==> config.mk <==
export PLATFORM = sky130hd
export DESIGN_NAME = jtframe_prog_buf
export DESIGN_NICKNAME = d
export VERILOG_FILES = /design/src/rtl/jtframe_prog_pkg.sv /design/src/rtl/jtframe_prog_fifo.sv /design/src/rtl/jtframe_prog_buf.sv
export SDC_FILE = /design/constraint.sdc
export NUM_CORES = 1
export LEC_CHECK = 0
export BUFFER_PORTS_ARGS = -buffer_cell sky130_fd_sc_hd__buf_2
export CAP_MARGIN = 15
export CORE_ASPECT_RATIO = 1.25
export CORE_MARGIN = 1
export CORE_UTILIZATION = 45
export DETAILED_ROUTE_END_ITERATION = 10
export GPL_ROUTABILITY_DRIVEN = 0
export GPL_TIMING_DRIVEN = 0
export HOLD_SLACK_MARGIN = 0.15
export SKIP_LAST_GASP = 1
export SLEW_MARGIN = 20
export SYNTH_ARGS = -nofsm -noshare
export SYNTH_HDL_FRONTEND = slang
export SYNTH_SLANG_ARGS = --single-unit
==> constraint.sdc <==
create_clock -name clk -period 8 [get_ports clk]
set_input_delay 1.6 -clock clk [delete_from_list [all_inputs] [get_ports clk]]
set_output_delay 1.6 -clock clk [all_outputs]
set_load 0.02 [all_outputs]
==> src/rtl/jtframe_prog_pkg.sv <==
// Shared types for the ROM-download staging path: one queued SDRAM write
// entry, output FSM states and the active-low byte-enable encodings.
// Entry address is sized for the widest board and truncated at the ports.
package jtframe_prog_pkg;

  localparam int SDRAMW_MAX = 23;

  typedef struct packed {
    logic [1:0]            ba;
    logic [SDRAMW_MAX-1:0] addr;
    logic [1:0]            mask;
    logic [15:0]           data;
  } prog_entry_t;

  typedef enum logic {IDLE, WAIT} prog_state_t;

  // Active-low byte enables, bit0 = low byte
  localparam logic [1:0] MASK_LO   = 2'b10;
  localparam logic [1:0] MASK_HI   = 2'b01;
  localparam logic [1:0] MASK_W    = 2'b00;
  localparam logic [1:0] MASK_NONE = 2'b11;

endpackage

==> src/rtl/jtframe_prog_fifo.sv <==
// Generic synchronous FIFO, show-ahead head word on dout_o.
// Latency: a push is visible at the head the cycle after it is written.
// Backpressure: a push when full is accepted only if a pop frees the slot in
// the same cycle; otherwise it is dropped and the caller must notice full_o.
module jtframe_prog_fifo #(
  parameter int WIDTH = 8,
  parameter int DEPTH = 4
) (
  input  logic                     clk,
  input  logic                     rst_n,
  input  logic                     push_i,
  input  logic [WIDTH-1:0]         din_i,
  input  logic                     pop_i,
  output logic [WIDTH-1:0]         dout_o,
  output logic                     full_o,
  output logic                     empty_o,
  output logic [$clog2(DEPTH):0]   count_o
);

  localparam int AW = $clog2(DEPTH);

  logic [WIDTH-1:0] mem_q [DEPTH];
  logic [AW:0]      wr_q, rd_q;
  logic             do_push, do_pop;

  // Pointers carry one wrap bit beyond the index
  assign empty_o = (wr_q == rd_q);
  assign full_o  = (wr_q[AW-1:0] == rd_q[AW-1:0]) && (wr_q[AW] != rd_q[AW]);
  assign count_o = wr_q - rd_q;
  assign dout_o  = mem_q[rd_q[AW-1:0]];

  assign do_pop  = pop_i & ~empty_o;
  assign do_push = push_i & (~full_o | do_pop);

  always_ff @(posedge clk) begin
    if (do_push) mem_q[wr_q[AW-1:0]] <= din_i;
  end

  always_ff @(posedge clk or negedge rst_n) begin
    if (!rst_n) begin
      wr_q <= '0;
      rd_q <= '0;
    end else begin
      if (do_push) wr_q <= wr_q + 1'b1;
      if (do_pop)  rd_q <= rd_q + 1'b1;
    end
  end

endmodule

==> src/rtl/jtframe_prog_buf.sv <==
// ioctl byte stream -> SDRAM prog_* port: bank/word translation, FIFO, write FSM.
// Latency: prog_we rises 2 clock edges after the edge sampling ioctl_wr (idle).
// Backpressure: none towards ioctl; bytes arriving to a full FIFO are dropped
// and flagged in sticky overflow. SDRAM side holds prog_we until prog_rdy.
// Ports: ioctl_* byte input, prog_* SDRAM programming port, dwnld_busy keeps
// the game in reset until the last write completes.
// Optional: define JTFRAME_PROG_MERGE_EN to pair even/odd bytes into one word.
module jtframe_prog_buf
  import jtframe_prog_pkg::*;
#(
  parameter int          SDRAMW    = 22,
  parameter int          DEPTH     = 4,
  parameter logic [24:0] BA1_START = 25'h100000,
  parameter logic [24:0] BA2_START = 25'h1FFFFFF,
  parameter logic [24:0] BA3_START = 25'h1FFFFFF
) (
  input  logic              clk,
  input  logic              rst_n,
  input  logic              downloading,
  input  logic [24:0]       ioctl_addr,
  input  logic [7:0]        ioctl_dout,
  input  logic              ioctl_wr,
  output logic [SDRAMW-1:0] prog_addr,
  output logic [15:0]       prog_data,
  output logic [1:0]        prog_mask,
  output logic [1:0]        prog_ba,
  output logic              prog_we,
  input  logic              prog_rdy,
  output logic              dwnld_busy,
  output logic              overflow
);

  localparam int EW = $bits(prog_entry_t);

  function automatic prog_entry_t xlate(input logic [24:0] a, input logic [7:0] d);
    prog_entry_t e;
    logic [24:0] offs;
    e = '0;
    if (a >= BA3_START) begin
      e.ba = 2'd3; offs = a - BA3_START;
    end else if (a >= BA2_START) begin
      e.ba = 2'd2; offs = a - BA2_START;
    end else if (a >= BA1_START) begin
      e.ba = 2'd1; offs = a - BA1_START;
    end else begin
      e.ba = 2'd0; offs = a;
    end
    // word = offs[SDRAMW:1]; anything past the bank size wraps silently
    e.addr = SDRAMW_MAX'((offs >> 1) & ((25'd1 << SDRAMW) - 25'd1));
    e.mask = a[0] ? MASK_HI : MASK_LO;
    e.data = {d, d};
    return e;
  endfunction

  logic        wr_en;
  prog_entry_t cur_ent;
  logic        s1_vld_d, s1_vld_q;
  prog_entry_t s1_ent_d, s1_ent_q;

  assign wr_en   = ioctl_wr & downloading;
  assign cur_ent = xlate(ioctl_addr, ioctl_dout);

`ifdef JTFRAME_PROG_MERGE_EN
  // One-entry hold slot. An even byte waits here for its odd partner; an odd
  // byte lands here only when it displaced a held byte in the same cycle.
  logic        hold_vld_d, hold_vld_q;
  prog_entry_t hold_ent_d, hold_ent_q;
  logic [24:0] hold_baddr_d, hold_baddr_q;
  logic [1:0]  hold_cnt_d, hold_cnt_q;
  logic        partner;

  assign partner = wr_en && hold_ent_q.mask == MASK_LO &&
                   ioctl_addr == 25'(hold_baddr_q + 25'd1) &&
                   cur_ent.ba == hold_ent_q.ba;

  always_comb begin
    s1_vld_d     = 1'b0;
    s1_ent_d     = cur_ent;
    hold_vld_d   = hold_vld_q;
    hold_ent_d   = hold_ent_q;
    hold_baddr_d = hold_baddr_q;
    hold_cnt_d   = hold_cnt_q;
    if (hold_vld_q) begin
      if (partner) begin
        s1_vld_d      = 1'b1;
        s1_ent_d      = hold_ent_q;
        s1_ent_d.mask = MASK_W;
        s1_ent_d.data = {ioctl_dout, hold_ent_q.data[7:0]};
        hold_vld_d    = 1'b0;
      end else if (wr_en || !downloading || hold_cnt_q == 2'd3 ||
                   hold_ent_q.mask != MASK_LO) begin
        // flush the held byte; a new byte (if any) takes over the slot
        s1_vld_d     = 1'b1;
        s1_ent_d     = hold_ent_q;
        hold_vld_d   = wr_en;
        hold_ent_d   = cur_ent;
        hold_baddr_d = ioctl_addr;
        hold_cnt_d   = 2'd0;
      end else begin
        hold_cnt_d = hold_cnt_q + 2'd1;
      end
    end else if (wr_en) begin
      if (ioctl_addr[0]) begin
        s1_vld_d = 1'b1;
      end else begin
        hold_vld_d   = 1'b1;
        hold_ent_d   = cur_ent;
        hold_baddr_d = ioctl_addr;
        hold_cnt_d   = 2'd0;
      end
    end
  end

  always_ff @(posedge clk or negedge rst_n) begin
    if (!rst_n) begin
      hold_vld_q   <= 1'b0;
      hold_ent_q   <= '0;
      hold_baddr_q <= '0;
      hold_cnt_q   <= '0;
    end else begin
      hold_vld_q   <= hold_vld_d;
      hold_ent_q   <= hold_ent_d;
      hold_baddr_q <= hold_baddr_d;
      hold_cnt_q   <= hold_cnt_d;
    end
  end
`else
  always_comb begin
    s1_vld_d = wr_en;
    s1_ent_d = cur_ent;
  end
`endif

  always_ff @(posedge clk or negedge rst_n) begin
    if (!rst_n) begin
      s1_vld_q <= 1'b0;
      s1_ent_q <= '0;
    end else begin
      s1_vld_q <= s1_vld_d;
      s1_ent_q <= s1_ent_d;
    end
  end

  // FIFO between translation and the SDRAM write FSM
  logic                   fifo_pop, fifo_full, fifo_empty;
  logic [EW-1:0]          fifo_dout;
  logic [$clog2(DEPTH):0] fifo_count;

  jtframe_prog_fifo #(.WIDTH(EW), .DEPTH(DEPTH)) u_fifo (
    .clk     (clk),
    .rst_n   (rst_n),
    .push_i  (s1_vld_q),
    .din_i   (s1_ent_q),
    .pop_i   (fifo_pop),
    .dout_o  (fifo_dout),
    .full_o  (fifo_full),
    .empty_o (fifo_empty),
    .count_o (fifo_count)
  );

  prog_state_t st_q;
  prog_entry_t out_q;
  logic        we_q;

  assign fifo_pop = (st_q == IDLE) & ~fifo_empty;

  always_ff @(posedge clk or negedge rst_n) begin
    if (!rst_n) begin
      st_q  <= IDLE;
      we_q  <= 1'b0;
      out_q <= '{ba: 2'd0, addr: '0, mask: MASK_NONE, data: 16'd0};
    end else begin
      case (st_q)
        IDLE: if (!fifo_empty) begin
          out_q <= prog_entry_t'(fifo_dout);
          we_q  <= 1'b1;
          st_q  <= WAIT;
        end
        WAIT: if (prog_rdy) begin
          we_q <= 1'b0;
          st_q <= IDLE;
        end
        default: st_q <= IDLE;
      endcase
    end
  end

  assign prog_addr = SDRAMW'(out_q.addr);
  assign prog_data = out_q.data;
  assign prog_mask = out_q.mask;
  assign prog_ba   = out_q.ba;
  assign prog_we   = we_q;

  // Sticky overflow, cleared when a new download window opens
  logic dl_q, ovf_q, busy_q, busy_d;

`ifdef JTFRAME_PROG_MERGE_EN
  assign busy_d = downloading | s1_vld_q | hold_vld_q | (fifo_count != '0) | we_q;
`else
  assign busy_d = downloading | s1_vld_q | (fifo_count != '0) | we_q;
`endif

  always_ff @(posedge clk or negedge rst_n) begin
    if (!rst_n) begin
      dl_q   <= 1'b0;
      ovf_q  <= 1'b0;
      busy_q <= 1'b0;
    end else begin
      dl_q   <= downloading;
      busy_q <= busy_d;
      if (downloading && !dl_q)                   ovf_q <= 1'b0;
      else if (s1_vld_q && fifo_full && !fifo_pop) ovf_q <= 1'b1;
    end
  end

  assign overflow   = ovf_q;
  assign dwnld_busy = busy_q;

endmodule

==> impl_results.md, run 1 <==
* WL final at 14.3 mm
* Worst reg2reg path depth at 8
* Tmin final at 3580 ps
* Reg2Reg Launch Point: u_fifo.rd_q[1]$_DFFE_PN0P_
* CTS Buf Count at 21
* Startpoint Class: flop
* Hold path depth at 1
* Final ANT Viol Nets at 0
* # clock sinks at 216
* Mux contribution to synthesized area at 14.2%
* Unrepaired setup endpoints after global routing: false
* Syn nets at 466
* Die width at 122 um
* Die Y at 152 um
* Leak at 0.00369 uW
* Initial Utilization at 46.4%
* Post-Syn Area per Cell at 19.6 sq um
* Synth unique cells at 36
* Slew Viols, Final at 0
* Vias at 4024
* Critical Path AT at 3770 ps
* Slew margin rel. at 49.7%
* Hold_buf cts at 0
* Drt wl/cell at 18.8 um
* # rows at 54
* Fin. Hold Viols at 0
* Pwr Density at 370 nW/um^2
* Status: finished, final reports clean
* Layout cell share with drive strength beyond 1 at 39.7%
* CTS H-tree depth at 1
* Hpwl dp at 9.46 mm
* Most common cell in the synthesized netlist: edfxtp_1
* Post-Synth Adder-Cell Area at 2.09%
* Final nets at 576
* First drt pass iteration count at 4
* Syn-to-layout area delta at 19.2%
* Routed vias/inst at 5.27
* CP required at 8190 ps
* Crit. End Element: flop
* I/O pins at 83
* Clock buffer depth at 3
* GR Overflow Total at 0
* Post-Synthesis Cells at 415
* Total GRT Usage at 16.3%
* Post-synthesis sequential area ratio at 74.7%
* Hold Crit Endpoint: u_fifo.wr_q[2]$_DFFE_PN0N_
* Final total negative setup slack at 0 ps
* Maximum VDD drop at 0.182 mV
* Most frequent CP cell: clkbuf_1
* Post-synthesis simple-gate area fraction at 5.22%
* Number of port buffers at 82
* DR DRC count at 0
* Post-synth EDFFs at 136
* F_max at 279 MHz
* Top_reg_cell synth: edfxtp_1
* CTS tree: built
* Synth area leaders: edfxtp_1 (50%), dfrtp_1 (24%), mux4_2 (9.4%)
* Worst-path clk slew at 60 ps
* Hold crit path type: reg -> reg
* Clk_lat worst skew at 490 ps
* Root Buffer: clkbuf_16
* Largest net degree at the start of global routing at 54
* Warnings, synthesis at 0
* Critical Path Fanout Max at 19
* Setup-failing EPs final at 0
* Xor-xnor portion of the synthesized cell area at 0.860%
* Reg-to-Reg End: u_fifo.mem_q[3][22]$_DFFE_PP_
* FF-to-FF setup slack at 4420 ps
* Synth top area share at 50.1%
* Ant. Diodes at 0
* Seq cells post-synth at 216
* Crit Path Class: reg -> reg
* Worst-path cell chain: clkbuf_1 > clkbuf_1 > inv_1 > ha_1 > and4_1 > nor2b_1 > and2_2 > buf_16
* Tightest Pin Transition at 754 ps
* Async S/R FF share, synth at 37.0%
* Combinational family with the most area after synthesis: multiplexers
* Die footprint at 18600 sq um
* Initial DRC count at 189
* WHS at 484 ps
* Synthesized area at 8150 sq um
* CTS-repair resized insts at 0
* Max stage delay cell, worst path: clkbuf_1
* Leading area contributor after synthesis: edfxtp_1
* First-pass GRT wire length at 22.9 mm
* Synth Area in Compound Gates at 0.845%
* Core Region at 17600 sq um
* Initial antenna violation count at 0
* Period utilization at 44.8%
* Beginning of the worst hold path: u_fifo.wr_q[2]$_DFFE_PN0N_
* Crit path largest cell delay at 600 ps
* Top cells by count, synth: edfxtp_1 (136), dfrtp_1 (78), mux2_2 (35)
* MaxCap Viol Count at 0
* Vias in the first global route at 4287
* Layout Skew at 6.19 ps
* Setup Fix Bufs, Post-CTS at 0
==> cells in the final DEF, fill, tap and decap left out, drive strengths merged <==
master	synthesis	final
nor2b	1	1
buf	17	104
nand4b	1	1
nand2	9	9
dfstp	2	2
and4	3	3
mux2	35	35
o2111ai	1	1
nand3	3	3
nor2	3	3
clkinv	0	7
ha	12	12
nor3	3	3
clkbuf	4	29
xor2	4	4
a21o	1	1
dfrtp	78	78
inv	8	8
nor4	4	4
a21oi	4	4
nor4b	2	2
and2	26	26
or4	1	1
bufinv	0	5
mux4	34	34
fa	1	1
edfxtp	136	136
xnor2	4	4
nand2b	1	1
a21boi	1	1
nand4	9	9
o21ai	5	5
and3	2	2
==> routing by layer <==
metal | wire, um | global-route usage, % | share of wire, %
met5 | 0 | 0 | 0
met4 | 406 | 6.27 | 2.8
met3 | 600 | 2.58 | 4.2
met2 | 7700 | 29.1 | 54
met1 | 5620 | 19.4 | 39
==> worst max-delay path, delay by kind of cell, from the launching register on <==
| family | cells | cell delay (ps) |
|---|---|---|
| adder cells (fa/ha/maj) | 1 | 340 |
| buffers and inverters | 4 | 1370 |
| flip-flops | 1 | 400 |
| AND/OR/NAND/NOR | 3 | 1160 |
==> registers in the layout, summed over array words and instances, names as in the netlist <==
signal / cells
u_fifo.mem_q: 136
s1_ent_q: 34
prog_addr: 22
prog_data: 8
u_fifo.rd_q: 3
u_fifo.wr_q: 3
prog_ba: 2
prog_mask: 2
dl_q: 1
dwnld_busy: 1
overflow: 1
prog_we: 1
s1_vld_q: 1
st_q: 1
==> area by class of cell <==
cell class,instances,area (sq um)
Buffer,21,134
Inverter,8,30.0
Fill cell,1406,7860
Tap cell,224,280
Sequential cell,216,6090
Clock buffer,25,561
Multi-Input combinational cell,170,1900
Clock inverter,12,184
Timing Repair Buffer,87,536
==> through the flow <==
step	power [uW]	std cells	util (%)	setup WS, ps	instance area, sq um
5_1_grt	3770	763	55.3	4140	9710
4_1_cts	3650	763	55.3	4330	9710
2_1_floorplan	2270	415	-	4820	8150
3_5_place_dp	2600	726	51.0	4340	8970
6_report	3600	763	55.3	4420	9710
3_3_place_gp	2560	721	50.3	3490	8840
==> power breakdown <==
| part | total (uW) | internal, uW | leakage [uW] | switching, uW |
|---|---|---|---|---|
| clock | 1050 | 660 | 0.000371 | 391 |
| combinational | 1050 | 504 | 0.00115 | 542 |
| sequential | 1500 | 1400 | 0.00217 | 95.3 |
==> kinds of logic after synthesis <==
family | after synthesis
fa+ha+maj | 13
xor+xnor | 8
compound gates | 12
mux | 69
buf+inv | 29
flops | 216
simple gates | 68
==> worst max path at each step <==
stage / slack, ps / endpoint / startpoint
floorplan: 4820 / u_fifo.mem_q[3][10]$_DFFE_PP_ / u_fifo.rd_q[1]$_DFFE_PN0P_
global placement: 3490 / u_fifo.mem_q[3][30]$_DFFE_PP_ / u_fifo.rd_q[1]$_DFFE_PN0P_
detailed placement: 4340 / u_fifo.mem_q[3][29]$_DFFE_PP_ / u_fifo.rd_q[1]$_DFFE_PN0P_
CTS: 4330 / u_fifo.mem_q[3][22]$_DFFE_PP_ / u_fifo.rd_q[1]$_DFFE_PN0P_
global route: 4140 / u_fifo.mem_q[3][22]$_DFFE_PP_ / u_fifo.rd_q[1]$_DFFE_PN0P_
finish: 4420 / u_fifo.mem_q[3][22]$_DFFE_PP_ / u_fifo.rd_q[1]$_DFFE_PN0P_
(Power assumes the default switching activity.)
==> run 2, diff against run 1 <==
clock period = 3.4 ns   (was 8 ns; I/O delays follow)
==> run 2 against run 1 <==
Compared with the run above:
- worst hold slack got worse by 180 ps
- clock skew fell by 1.0 ps
- critical endpoint unchanged
- design area rose by 0.14%
- largest cell class unchanged
- total power rose by 140%
==> impl_results.md, run 2 (synthesized netlist as in run 1, its figures left out) <==
* Status: finished, final reports clean
* CTS tree: built
* Final ANT Viol Nets at 0
* Slew Viols, Final at 0
* GR Overflow Total at 0
* CTS Buf Count at 21
* Slew margin rel. at 51.0%
* Overall Power at 8460 uW
* # rows at 54
* Crit. End Element: flop
* Root Buffer: clkbuf_16
* Commonest non-fill, non-tap cell in the layout: edfxtp_1
* # clock sinks at 216
* Max reg flops at 136
* Pwr Density at 870 nW/um^2
* Worst-path clk slew at 60 ps
* Crit Path Class: reg -> reg
* Die Y at 152 um
* Initial antenna violation count at 0
* WHS at 300 ps
* F_max at 317 MHz
* I/O pins at 83
* CTS H-tree depth at 1
* Core Region at 17600 sq um
* Layout Skew at 5.15 ps
* Period utilization at 92.7%
* Vias at 4019
* Drt wl/cell at 18.8 um
* Critical Path AT at 3340 ps
* Tightest Pin Transition at 735 ps
* First-pass GRT wire length at 22.9 mm
* Fin. Hold Viols at 0
* Routed vias/inst at 5.26
* Tmin final at 3150 ps
* Number of port buffers at 82
* Initial DRC count at 193
* Most frequent cells in the layout: edfxtp_1 (136), buf_2 (86), dfrtp_1 (78)
* WL final at 14.3 mm
* Unrepaired setup endpoints after global routing: false
* Hpwl dp at 9.46 mm
* Ant. Diodes at 0
* Die footprint at 18600 sq um
* Layout cell share with drive strength beyond 1 at 40.0%
* Vias in the first global route at 4288
* First drt pass iteration count at 4
* Fill cells at 1403
* Critical Path Fanout Max at 19
* Clk_lat worst skew at 480 ps
* Hold crit path type: in -> reg
* Total GRT Usage at 16.3%
* DR DRC count at 0
* Startpoint Class: flop
* Leak at 0.00370 uW
* Die width at 122 um
* Clock buffer depth at 3
* Maximum VDD drop at 0.431 mV
* CP required at 3590 ps
* Syn-to-layout area delta at 19.4%
* Largest net degree at the start of global routing at 54
* MaxCap Viol Count at 0
* Setup-failing EPs final at 0
* Final nets at 577
* Initial Utilization at 46.4%
run 2: critical path, stage by stage (launching register included):
cell,delay [ps]
dfrtp_1,410
clkbuf_2,260
clkbuf_2,340
inv_1,100
ha_1,320
and4_1,210
nor2b_1,370
and2_2,600
buf_16,240
run 2: worst paths after layout:
kind / depth (start not counted) / slack, ps / from / end
max: 8 / 250 / u_fifo.rd_q[1]$_DFFE_PN0P_ / u_fifo.mem_q[3][22]$_DFFE_PP_
min: 1 / 300 / ioctl_dout[5] / s1_ent_q[13]$_DFF_PN0_
max reg2reg: 8 / 250 / u_fifo.rd_q[1]$_DFFE_PN0P_ / u_fifo.mem_q[3][22]$_DFFE_PP_
min reg2reg: 1 / 480 / u_fifo.wr_q[2]$_DFFE_PN0N_ / u_fifo.wr_q[2]$_DFFE_PN0N_
max in group asynchronous: 3 / 2090 / rst_n / prog_mask[0]$_DFFE_PN1P_
min in group asynchronous: 2 / 670 / rst_n / prog_data[15]$_DFFE_PN0P_
run 2: power by group:
part,leakage [uW],internal (uW),switching (uW),total [uW]
logic,0.00116,1190,1270,2460
registers,0.00217,3300,224,3530
clock network,0.000371,1550,917,2470
run 2: layout make-up:
type,instances,area [sq um],area share [%]
Sequential cell,216,6090,62.6
Clock inverter,12,184,1.89
Inverter,8,30.0,0.309
Timing Repair Buffer,88,546,5.61
Buffer,21,136,1.40
Clock buffer,25,561,5.76
Tap cell,224,280,2.88
Multi-Input combinational cell,170,1900,19.5
run 2: routing by layer:
metal	vias up	global-route usage, %	share of wire (%)
met4	0	6.27	2.7
met2	100	29.1	54
met3	34	2.58	4.2
met5	-	0	0
met1	2072	19.4	39
li1	1813	-	-
run 2: what timing repair did:
item / in CTS / in global routing
setup endpoints to repair: 116 / 100
gates resized for setup: 1 / 3
gates cloned: 0 / 0
hold buffers: 1 / 0
setup buffers: 0 / 0
hold endpoints to repair: 27 / 0
run 2: stage by stage:
step                area, sq um  utilization, %  setup WS (ps)  setup TNS [ps]  cells
floorplan                  8150               -            218               0    415
global placement           8840            50.3          -1110         -148170    721
detailed placement         8970            51.0           -257          -17520    726
CTS                        9720            55.3          -18.3            -313    764
global route               9730            55.4           4.88               0    764
finish                     9730            55.4            248               0    764
==> run 3, diff against run 2 <==
CORE_MARGIN = 10   (was 1)
REMOVE_ABC_BUFFERS = 1   (was not set)
SYNTH_HIERARCHICAL = 1   (was not set)
==> run 3 against run 2 <==
Compared with the run above:
- routed wire length rose by 23%
- clock-buffer cell count is 5 higher
- clock power rose by 11%
- largest power group unchanged
==> impl_results.md, run 3 <==
* Fill cells at 1673
* Startpoint Class: flop
* Crit. End Element: flop
* MaxCap Viol Count at 0
* Die width at 151 um
* Max reg flops at 168
* Post-Syn Area per Cell at 19.9 sq um
* F_max at 302 MHz
* Worst-path clk slew at 60 ps
* CTS Buf Count at 24
* DR DRC count at 0
* Final nets at 639
* Period utilization at 97.5%
* Area of the multi-input gates at 2300 sq um
* Hold crit path type: in -> reg
* Number of port buffers at 82
* Largest net degree at the start of global routing at 59
* Crit Path Class: reg -> reg
* I/O pins at 83
* Non-filler cells in the finished layout at 880
* Root Buffer: clkbuf_16
* CTS tree: built
* Clk_lat worst skew at 510 ps
* Commonest non-fill, non-tap cell in the layout: edfxtp_1
* Worst-path cell chain: inv_1 > ha_1 > nand2_1 > nor2b_1 > nor2_4 > nand3b_1 > or2_1 > and3_4
* Die Y at 184 um
* Initial antenna violation count at 0
* CTS H-tree depth at 1
* Pwr Density at 877 nW/um^2
* Final ANT Viol Nets at 0
* Setup-failing EPs final at 0
* Beginning of the worst hold path: ioctl_dout[4]
* Vias at 4656
* Crit path largest cell delay at 720 ps
* GR Overflow Total at 0
* WL final at 17.7 mm
* Routed vias/inst at 5.29
* Layout cell share with drive strength beyond 1 at 38.3%
* Status: finished, final reports clean
* Slew Viols, Final at 0
* Synthesized area at 9640 sq um
* Leak at 0.00422 uW
* Initial Utilization at 46.0%
* Drt wl/cell at 20.1 um
* Unrepaired setup endpoints after global routing: true
* Reg area at 7260 sq um
* Hpwl dp at 10.8 mm
* Setup WS post-layout at 84.0 ps
* Dpl ws at -194 ps
* Maximum VDD drop at 0.570 mV
* Syn-to-layout area delta at 18.2%
* Critical Path AT at 3450 ps
* Die footprint at 27700 sq um
* Max stage delay cell, worst path: dfrtp_4
* CP startpoint: u_fifo/rd_q[1]$_DFFE_PN0P_
* Ant. Diodes at 0
* First drt pass iteration count at 4
* Layout Skew at 16.9 ps
* Critical Path Fanout Max at 42
* Tmin final at 3320 ps
* CTS-repair resized insts at 0
* Initial DRC count at 195
* Post-Synthesis Cells at 485
* CP required at 3530 ps
* # rows at 59
* Tightest Pin Transition at 731 ps
* Most frequent cells in the layout: edfxtp_1 (168), dfrtp_1 (84), buf_2 (81)
* Slew margin rel. at 51.2%
* Vias in the first global route at 5109
* Clock buffer depth at 3
* Placed Cells at 833
* Final total negative setup slack at 0 ps
* # clock sinks at 256
* Core Region at 21000 sq um
* Fin. Hold Viols at 0
* Reg2Reg Launch Point: u_fifo/rd_q[1]$_DFFE_PN0P_
* Total GRT Usage at 13.1%
* First-pass GRT wire length at 28.3 mm
* Warnings, synthesis at 6
==> run 3: critical path: cells and delay by family (launching register included) <==
kind | cells | cell delay, ps
fa+ha+maj | 1 | 320
buf+inv | 1 | 100
flops | 1 | 720
simple gates | 6 | 1770
==> run 3: through the flow <==
| step | total power [uW] | utilization [%] | instance area (sq um) | hold WS, ps |
|---|---|---|---|---|
| floorplan | 6330 | - | 9570 | 384 |
| global placement | 7170 | 49.3 | 10300 | 462 |
| detailed placement | 7390 | 50.3 | 10500 | 481 |
| CTS | 10200 | 54.4 | 11400 | 248 |
| global route | 10500 | 54.4 | 11400 | 259 |
| finish | 10000 | 54.4 | 11400 | 273 |
==> run 3: metal layers <==
| layer | track usage, % | up-vias | share of wire (%) |
|---|---|---|---|
| li1 | - | 2096 | - |
| met4 | 5.13 | 0 | 2.9 |
| met2 | 22.0 | 106 | 51 |
| met1 | 16.3 | 2420 | 42 |
| met3 | 2.41 | 34 | 4.5 |
| met5 | 0 | - | 0 |
==> run 3: cell type report <==
type / count / area share [%]
sequential: 256 / 63.6
inverter: 16 / 0.527
timing repair buffer: 91 / 5.43
multi-input combinational: 199 / 20.2
tap: 274 / 3.01
clock buffer: 30 / 5.91
clock inverter: 14 / 1.33
==> run 3: power by group <==
group	internal, uW	switching (uW)	leakage, uW
combinational	1480	1450	0.00127
sequential	3960	380	0.00254
clock	1640	1090	0.000407
==> run 3: worst paths after layout <==
path                                                 end  slack (ps)  cells after the start
setup / recovery           u_fifo/mem_q[2][22]$_DFFE_PP_          80                      8
hold / removal                    s1_ent_q[12]$_DFF_PN0_         270                      1
setup reg to reg           u_fifo/mem_q[2][22]$_DFFE_PP_          80                      8
hold reg to reg            u_fifo/mem_q[3][35]$_DFFE_PP_         480                      0
max in group asynchronous       prog_mask[1]$_DFFE_PN1P_        2140                      3
min in group asynchronous       prog_data[6]$_DFFE_PN0P_         630                      2
==> run 3: repair_timing <==
item | 4_1_cts | 5_1_grt
endpoints found under the hold margin | 29 | 0
endpoints found under the setup margin | 155 | 144
pin swaps | 0 | 3
setup buffers | 1 | 1
hold buffers | 1 | 0
